**config.mk**
```make
export PLATFORM = sky130hd
export DESIGN_NAME = serial_addsub_digit
export DESIGN_NICKNAME = d
export VERILOG_FILES = /design/src/rtl/serial_arith_pkg.sv /design/src/rtl/serial_digit_adder.sv /design/src/rtl/serial_addsub_digit.sv
export SDC_FILE = /design/constraint.sdc
export NUM_CORES = 1
export LEC_CHECK = 0
export ABC_AREA = 1
export CAP_MARGIN = 20
export CORE_MARGIN = 8
export CORE_UTILIZATION = 47
export CTS_CLUSTER_DIAMETER = 80
export DETAILED_ROUTE_END_ITERATION = 16
export MAX_ROUTING_LAYER = met4
export PLACE_DENSITY = 0.82
export SKIP_LAST_GASP = 1
export SLEW_MARGIN = 40
export SYNTH_ARGS = -nofsm -noshare
export SYNTH_HDL_FRONTEND = slang
export SYNTH_SLANG_ARGS = --single-unit
```
**constraint.sdc**
```tcl
create_clock -name clk -period 7.3 [get_ports clk]
set_input_delay 0.73 -clock clk [delete_from_list [all_inputs] [get_ports clk]]
set_output_delay 0.73 -clock clk [all_outputs]
set_load 0.01 [all_outputs]
```
**src/rtl/serial_arith_pkg.sv**
```systemverilog
// Shared constants and helpers for the digit-serial add/subtract unit.
// Holds FSM state encodings, mode encodings and a clog2 helper.
package serial_arith_pkg;

   localparam logic [1:0] ST_IDLE = 2'b00;
   localparam logic [1:0] ST_LOAD = 2'b01;
   localparam logic [1:0] ST_ADD  = 2'b10;
   localparam logic [1:0] ST_DONE = 2'b11;

   localparam logic MODE_ADD = 1'b0;
   localparam logic MODE_SUB = 1'b1;

   function automatic int clog2(input int v);
      int r;
      r = 0;
      while ((1 << r) < v)
         r++;
      return r;
   endfunction

endpackage

```
**src/rtl/serial_digit_adder.sv**
```systemverilog
// Combinational D-bit ripple adder for one digit of the serial datapath.
// Ports: a_d, b_d, cin in; s_d sum, cout carry out, c_msb_in carry into bit D-1.
module serial_digit_adder #(
   parameter int D = 1
) (
   input  logic [D-1:0] a_d,
   input  logic [D-1:0] b_d,
   input  logic         cin,
   output logic [D-1:0] s_d,
   output logic         cout,
   output logic         c_msb_in
);

   logic c;

   always_comb begin
      c        = cin;
      s_d      = '0;
      c_msb_in = cin;
      for (int i = 0; i < D; i++) begin
         if (i == D - 1)
            c_msb_in = c;
         s_d[i] = a_d[i] ^ b_d[i] ^ c;
         c      = (a_d[i] & b_d[i]) | (c & (a_d[i] ^ b_d[i]));
      end
      cout = c;
   end

endmodule

```
**src/rtl/serial_addsub_digit.sv**
```systemverilog
// Digit-serial add/subtract: D bits per cycle over W/D cycles, start/done handshake.
// Ports: clk, rst, start, mode, clear, a, b in; busy, done, sum, carry_out, overflow out.
module serial_addsub_digit
   import serial_arith_pkg::*;
#(
   parameter int W = 32,
   parameter int D = 1
) (
   input  logic         clk,
   input  logic         rst,
   input  logic         start,
   input  logic         mode,
   input  logic         clear,
   input  logic [W-1:0] a,
   input  logic [W-1:0] b,
   output logic         busy,
   output logic         done,
   output logic [W-1:0] sum,
   output logic         carry_out,
   output logic         overflow
);

   localparam int NDIG = W / D;
   localparam int CW   = (clog2(NDIG) < 1) ? 1 : clog2(NDIG);

   logic [1:0]    state;
   logic [1:0]    nxt;
   logic [CW-1:0] cnt;
   logic          cy;
   logic [W-1:0]  a_sh;
   logic [W-1:0]  b_sh;
   logic [W-1:0]  sum_nxt;
   logic [D-1:0]  s_d;
   logic          cout;
   logic          c_msb_in;
   logic          last;

   assign last = (cnt == CW'(NDIG - 1));

   serial_digit_adder #(.D(D)) u_dig (
      .a_d      (a_sh[D-1:0]),
      .b_d      (b_sh[D-1:0]),
      .cin      (cy),
      .s_d      (s_d),
      .cout     (cout),
      .c_msb_in (c_msb_in)
   );

   // New digit enters at the MSB end; after NDIG shifts the LSB digit
   // has travelled down to bit 0.
   always_comb begin
      sum_nxt            = sum >> D;
      sum_nxt[W-1 -: D]  = s_d;
   end

   always_ff @(posedge clk or posedge rst) begin
      if (rst)
         state <= ST_IDLE;
      else
         state <= nxt;
   end

   always_comb begin
      nxt = state;
      if (clear) begin
         nxt = ST_IDLE;
      end else begin
         unique case (state)
            ST_IDLE: if (start) nxt = ST_LOAD;
            ST_LOAD: nxt = ST_ADD;
            ST_ADD:  if (last) nxt = ST_DONE;
            ST_DONE: if (!start) nxt = ST_IDLE;
            default: nxt = ST_IDLE;
         endcase
      end
   end

   always_comb begin
      busy = (state == ST_LOAD) || (state == ST_ADD);
      done = (state == ST_DONE);
   end

   always_ff @(posedge clk or posedge rst) begin
      if (rst) begin
         cnt       <= '0;
         cy        <= 1'b0;
         a_sh      <= '0;
         b_sh      <= '0;
         sum       <= '0;
         carry_out <= 1'b0;
         overflow  <= 1'b0;
      end else if (clear) begin
         cnt       <= '0;
         cy        <= 1'b0;
         sum       <= '0;
         carry_out <= 1'b0;
         overflow  <= 1'b0;
      end else begin
         case (state)
            ST_LOAD: begin
               a_sh      <= a;
               // Subtract as a + ~b + 1: the +1 rides in on the carry.
               b_sh      <= (mode == MODE_SUB) ? ~b : b;
               cy        <= mode;
               cnt       <= '0;
               sum       <= '0;
               carry_out <= 1'b0;
               overflow  <= 1'b0;
            end
            ST_ADD: begin
               a_sh <= a_sh >> D;
               b_sh <= b_sh >> D;
               sum  <= sum_nxt;
               cy   <= cout;
               cnt  <= cnt + 1'b1;
               if (last) begin
                  carry_out <= cout;
                  overflow  <= c_msb_in ^ cout;
               end
            end
            default: ;
         endcase
      end
   end

endmodule

```
==> results of run 1 <==
critical path, cell delays in order:
cell,delay (ns)
sky130_fd_sc_hd__clkdlybuf4s50_1,0.69
sky130_fd_sc_hd__inv_4,0.09
sky130_fd_sc_hd__nand2_4,0.62
sky130_fd_sc_hd__inv_4,0.44
sky130_fd_sc_hd__nor2_1,0.21
sky130_fd_sc_hd__a21oi_1,0.06
power breakdown:
part	switching, mW	internal [mW]
sequential	0.110	0.777
combinational	0.482	0.281
clock	0.212	0.267
state kept, by name, indices dropped and copies added (netlist names):
register   flops
b_sh          32
overflow       1
state          2
cnt            5
carry_out      1
sum           32
cy             1
a_sh          32
through the flow:
step,hold WS [ns],cell area (um2)
2_1_floorplan,0.448,5290
3_3_place_gp,0.465,6280
3_5_place_dp,0.477,6290
4_1_cts,0.492,6590
5_1_grt,0.529,6590
6_report,0.493,6590
cell usage after synthesis:
master                     count  area [um2]
sky130_fd_sc_hd__a21oi_1      88         440
sky130_fd_sc_hd__a21oi_2      38         333
sky130_fd_sc_hd__buf_12        1        20.0
sky130_fd_sc_hd__buf_2        22         110
sky130_fd_sc_hd__buf_4         3        22.5
sky130_fd_sc_hd__buf_6         7        78.8
sky130_fd_sc_hd__clkbuf_1      8        30.0
sky130_fd_sc_hd__dfrtp_1     106        2650
sky130_fd_sc_hd__fa_1          1        20.0
sky130_fd_sc_hd__ha_1          6        75.1
sky130_fd_sc_hd__inv_1        72         270
sky130_fd_sc_hd__inv_2         2        7.51
sky130_fd_sc_hd__inv_4         2        12.5
sky130_fd_sc_hd__nand2_1     128         480
sky130_fd_sc_hd__nand2_4       1        11.3
sky130_fd_sc_hd__nand3_1      39         195
sky130_fd_sc_hd__nand4_1       1        6.26
sky130_fd_sc_hd__nor2_1       72         270
sky130_fd_sc_hd__nor2_4        1        11.3
sky130_fd_sc_hd__o21ai_0       9        45.0
sky130_fd_sc_hd__o21ai_1       1        5.00
sky130_fd_sc_hd__o22ai_1      30         188
sky130_fd_sc_hd__xnor2_1       1        8.76
cells by family (layout without fill, tap and decap cells):
logic type | count (synthesis) | after routing | synth area share
xor gates and xnor gates | 1 | 1 | 0.00165
AOI/OAI and AO/OA | 166 | 166 | 0.191
adders and majority gates | 7 | 7 | 0.0180
buffers and inverters | 117 | 200 | 0.104
DFF | 106 | 106 | 0.501
and+or+nand+nor | 242 | 242 | 0.184
how the worst min path moves through the flow:
stage / cells after the start / to / slack, ns
CTS: 2 / cnt[4] / 0.49
floorplan: 2 / cnt[4] / 0.45
global placement: 2 / cnt[4] / 0.46
detailed placement: 2 / cnt[4] / 0.48
global route: 2 / cnt[3] / 0.53
finish: 2 / cnt[4] / 0.49
layout make-up:
type | count | area, um2
Multi-Input combinational cell | 416 | 2090
Tap cell | 140 | 175
Sequential cell | 106 | 2650
Clock buffer | 10 | 229
Timing Repair Buffer | 108 | 1080
Clock inverter | 6 | 66.3
Fill cell | 972 | 4350
Inverter | 76 | 293
per-layer routing:
layer | wire [um] | track usage | vias up
li1 | - | - | 2224
met1 | 5400 | 0.223 | 2164
met5 | 0 | - | -
met2 | 5880 | 0.277 | 113
met3 | 761 | 0.0393 | 16
met4 | 165 | 0.0472 | 0
==> results.cfg, run 1 <==
[hold_path]
worstHoldPathType = reg2reg
worst_hold_startpoint = cnt[4]

[timing]
timing.slew.headroom = 0.445
max_slew.worst_pin.slew_ns = 0.832
final_hold_fails = 0
finalClockSkew_ns = 0.00583
finalSetupTns_ns = 0
final_ws_setup_ns = 4.64
unrepaired_setup_endpoints_after_global_routing = no
post-route-period-util = 0.365
max_clock_freq_ghz = 0.376
min_period_ns = 2.66
report.final.setup_viol = 0
report.final.slew_viol_count = 0

[global_routing]
grt_pass1_vias = 4495
grt_use_total = 0.175
grt_max_degree = 85
gr-total-overflow = 0
grt_pass1_wl_um = 20900
antenna_found_initial = 0

[worst_setup_path]
r2r_setup_slk_ns = 4.80
timing.critical_path.to = b_sh[12]
worstSetupStartpointType = input port
cp_max_fo = 66
rr_startpoint = state[0]
setup.worst_path.start = clear
critical_path_arrival_ns = 2.88
criticalPathCategory = in2reg
rr_endpoint = sum[0]
worstSetupEndpointType = flip-flop
worst_r2r_path_depth = 8
worst-endpoint-required_ns = 7.52

[floorplanning]
io_pins = 105
dieArea_um2 = 14900
initial_core_utilization = 0.484
core_region_area_um2 = 10900
dieHeight_um = 122
die_w_um = 122
rows = 38

[final_layout]
post_layout_nonfiller_instances = 862
layout_commonest_cell = sky130_fd_sc_hd__nand2_1
insertedDiodeCount = 0
finish.net_count = 793
share_of_cells_above_drive_strength_1 = 0.0928
post-route-util = 0.602
area_growth_pct = 24.4
mostFrequentLayoutCells = 127 x sky130_fd_sc_hd__nand2_1, 106 x sky130_fd_sc_hd__dfrtp_1, 104 x sky130_fd_sc_hd__clkdlybuf4s50_1, 88 x sky130_fd_sc_hd__a21oi_1, 72 x sky130_fd_sc_hd__nor2_1

[place]
detailedPlacementHpwl_um = 8370
pre_cts_slack_ns = 4.30
place.detailed.instances = 846
gp_congestion = 0.790
placement.io_buffers = 104

[synth]
synth_sequential_area_ratio = 0.501
synth_nets = 715
syn_area_per_cell_um2 = 8.28
netlist_instances = 639
syn_area_um2 = 5290
synth.yosys.warnings = 0
post_synthesis_cell_type_count = 23
ys_ff_latch = 106

[clock_network]
cts_max_level = 3
clk_latency_ns = 0.34
root_buffer = sky130_fd_sc_hd__clkbuf_16
tritoncts = done
numClockSinks = 106
cts_hold_fix_bufs = 0
cts.repair_timing.setup_buffer_count = 0
cts_buffer_count = 9
clockBufferDepth = 2
worst_setup_hold_path_clk_slew_ns = 0.07
resized_gates_after_cts = 0

[routing]
wl_um = 12200
drt-vias-per-instance = 5.24
wire_per_inst_um = 14.2
initialDrtViolationCount = 451
vias = 4517
drt_pass_1_iters = 7
drt.antenna.violating_nets = 0
post-route-drc-count = 0

[power_and_ir_drop]
max-vdd-ir-drop_mv = 0.237
p_total_mw = 2.13
total_leakage_power_nw = 2.89
p_per_area_nw_per_um2 = 323

[job]
cap_violations = 0

[outcome]
run_status = finished clean
(Power assumes the default switching activity.)
==> run 2: changes to the inputs <==
PLACE_DENSITY = 0.85   (was 0.82)
clock period = 2.3 ns   (was 7.3 ns; I/O delays follow)
==> results.cfg, run 2 (synthesis results as in run 1) <==
[outcome]
run_status = finished clean

[worst_setup_path]
rr_endpoint = b_sh[24]
worstPathCellList = inv_1 -> ha_1 -> clkdlybuf4s50_1
cp_max_fo = 5
timing.critical_path.to = busy
worst_r2r_path_depth = 6
critical_path.max_stage_delay_ns = 0.62
critical_path_arrival_ns = 1.83
worstPathBufferInverterCount = 2
worst-endpoint-required_ns = 2.07
worstSetupStartpointType = flip-flop
worstSetupEndpointType = output port
r2r_setup_slk_ns = 0.39
crit_slowest_cell = sky130_fd_sc_hd__clkdlybuf4s50_1
criticalPathCategory = reg2out
setup.worst_path.start = state[0]
timing.critical_path.depth = 3
rr_startpoint = state[0]
timing.critical_path.max_delay_family = buffers and inverters

[routing]
wl_um = 12500
wire_per_inst_um = 14.4
post-route-drc-count = 0
drt.antenna.violating_nets = 0
initialDrtViolationCount = 367
drt_pass_1_iters = 5
drt-vias-per-instance = 5.25
vias = 4575

[clock_network]
worst_setup_hold_path_clk_slew_ns = 0.07
resized_gates_after_cts = 0
cts.repair_timing.setup_buffer_count = 0
clk_latency_ns = 0.35
cts_max_level = 3
tritoncts = done
root_buffer = sky130_fd_sc_hd__clkbuf_16
cts_buffer_count = 9
numClockSinks = 106
clockBufferDepth = 2
cts_hold_fix_bufs = 0

[final_layout]
mostFrequentLayoutCells = 128 x sky130_fd_sc_hd__nand2_1, 106 x sky130_fd_sc_hd__dfrtp_1, 104 x sky130_fd_sc_hd__clkdlybuf4s50_1, 88 x sky130_fd_sc_hd__a21oi_1, 72 x sky130_fd_sc_hd__nor2_1
layout_commonest_cell = sky130_fd_sc_hd__nand2_1
largest_registers = a_sh: 32 flops, b_sh: 32 flops, sum: 32 flops
share_of_cells_above_drive_strength_1 = 0.103
insertedDiodeCount = 0
area_growth_pct = 26.6
finish.net_count = 802

[place]
detailedPlacementHpwl_um = 8850
gp_congestion = 0.763
placement.io_buffers = 104

[global_routing]
antenna_found_initial = 0
gr-total-overflow = 0
grt_pass1_vias = 4530
grt_pass1_wl_um = 20800
grt_use_total = 0.176
grt_max_degree = 65

[timing]
hold-worst-slack_ns = 0.437
finalSetupTns_ns = 0
max_slew.worst_pin.slew_ns = 0.686
final_hold_fails = 0
report.final.slew_viol_count = 0
timing.slew.headroom = 0.543
unrepaired_setup_endpoints_after_global_routing = no
max_clock_freq_ghz = 0.486
post-route-period-util = 0.894
report.final.setup_viol = 0
finalClockSkew_ns = 0.00887
min_period_ns = 2.06

[hold_path]
worstHoldPathType = in2async

[floorplanning]
rows = 38
io_pins = 105
die_w_um = 122
dieHeight_um = 122
dieArea_um2 = 14900
initial_core_utilization = 0.484
core_region_area_um2 = 10900

[power_and_ir_drop]
max-vdd-ir-drop_mv = 0.581
p_per_area_nw_per_um2 = 1060
total_leakage_power_nw = 2.95

[job]
cap_violations = 0
## run 2: changes by cell type in the layout (fill, tap and decap cells not counted), sizes merged
cell / change
buf: +10
clkinv: -3
bufinv: +2
clkinvlp: +2
clkbuf: -1
inv: -1
## run 2: area by class of cell
type                    instances  area (um2)
multi-input cells             416        2090
flip-flops and latches        106        2650
inverters                      76         294
clock buffers                  10         239
repair buffers                117        1140
well taps                     140         175
fillers                       932        4230
clock inverters                 6         111
## run 2: worst register-to-register path, cell delays in order, from the launching register on
cell	delay, ns
sky130_fd_sc_hd__dfrtp_1	0.42
sky130_fd_sc_hd__inv_1	0.09
sky130_fd_sc_hd__ha_1	0.35
sky130_fd_sc_hd__nand2_4	0.16
sky130_fd_sc_hd__inv_4	0.50
sky130_fd_sc_hd__nor2_1	0.16
sky130_fd_sc_hd__a21oi_1	0.15
## run 2: power by group
group,switching [mW],internal [mW]
Combinational,1.57,0.935
Clock,0.684,1.10
Sequential,0.347,2.47
## run 2: worst min path at each step
stage	startpoint	to	slack [ns]	cells after the start
after CTS	a[31]	a_sh[31]	0.45	3
after detailed placement	a_sh[31]	a_sh[31]	0.48	2
final	rst	b_sh[22]	0.44	3
after global routing	a[31]	a_sh[31]	0.48	3
after global placement	cnt[4]	cnt[4]	0.46	2
after floorplan	a[31]	a_sh[31]	0.37	2
## run 2: metal layers
metal	track usage	up-vias	share of wire
li1	-	2242	-
met1	0.212	2164	0.43
met2	0.288	148	0.50
met3	0.0352	21	0.052
met4	0.0663	0	0.020
met5	-	-	0
## run 2: stage by stage
stage / cell area [um2] / util / power (mW) / setup slack, ns / instances
after floorplan: 5300 / - / 4.81 / 0.796 / 639
after global placement: 6350 / 0.581 / 5.17 / 0.508 / 855
after detailed placement: 6350 / 0.581 / 5.33 / 0.421 / 855
after CTS: 6700 / 0.613 / 7.13 / 0.240 / 871
after global routing: 6700 / 0.613 / 7.58 / 0.187 / 871
final: 6700 / 0.613 / 7.09 / 0.244 / 871
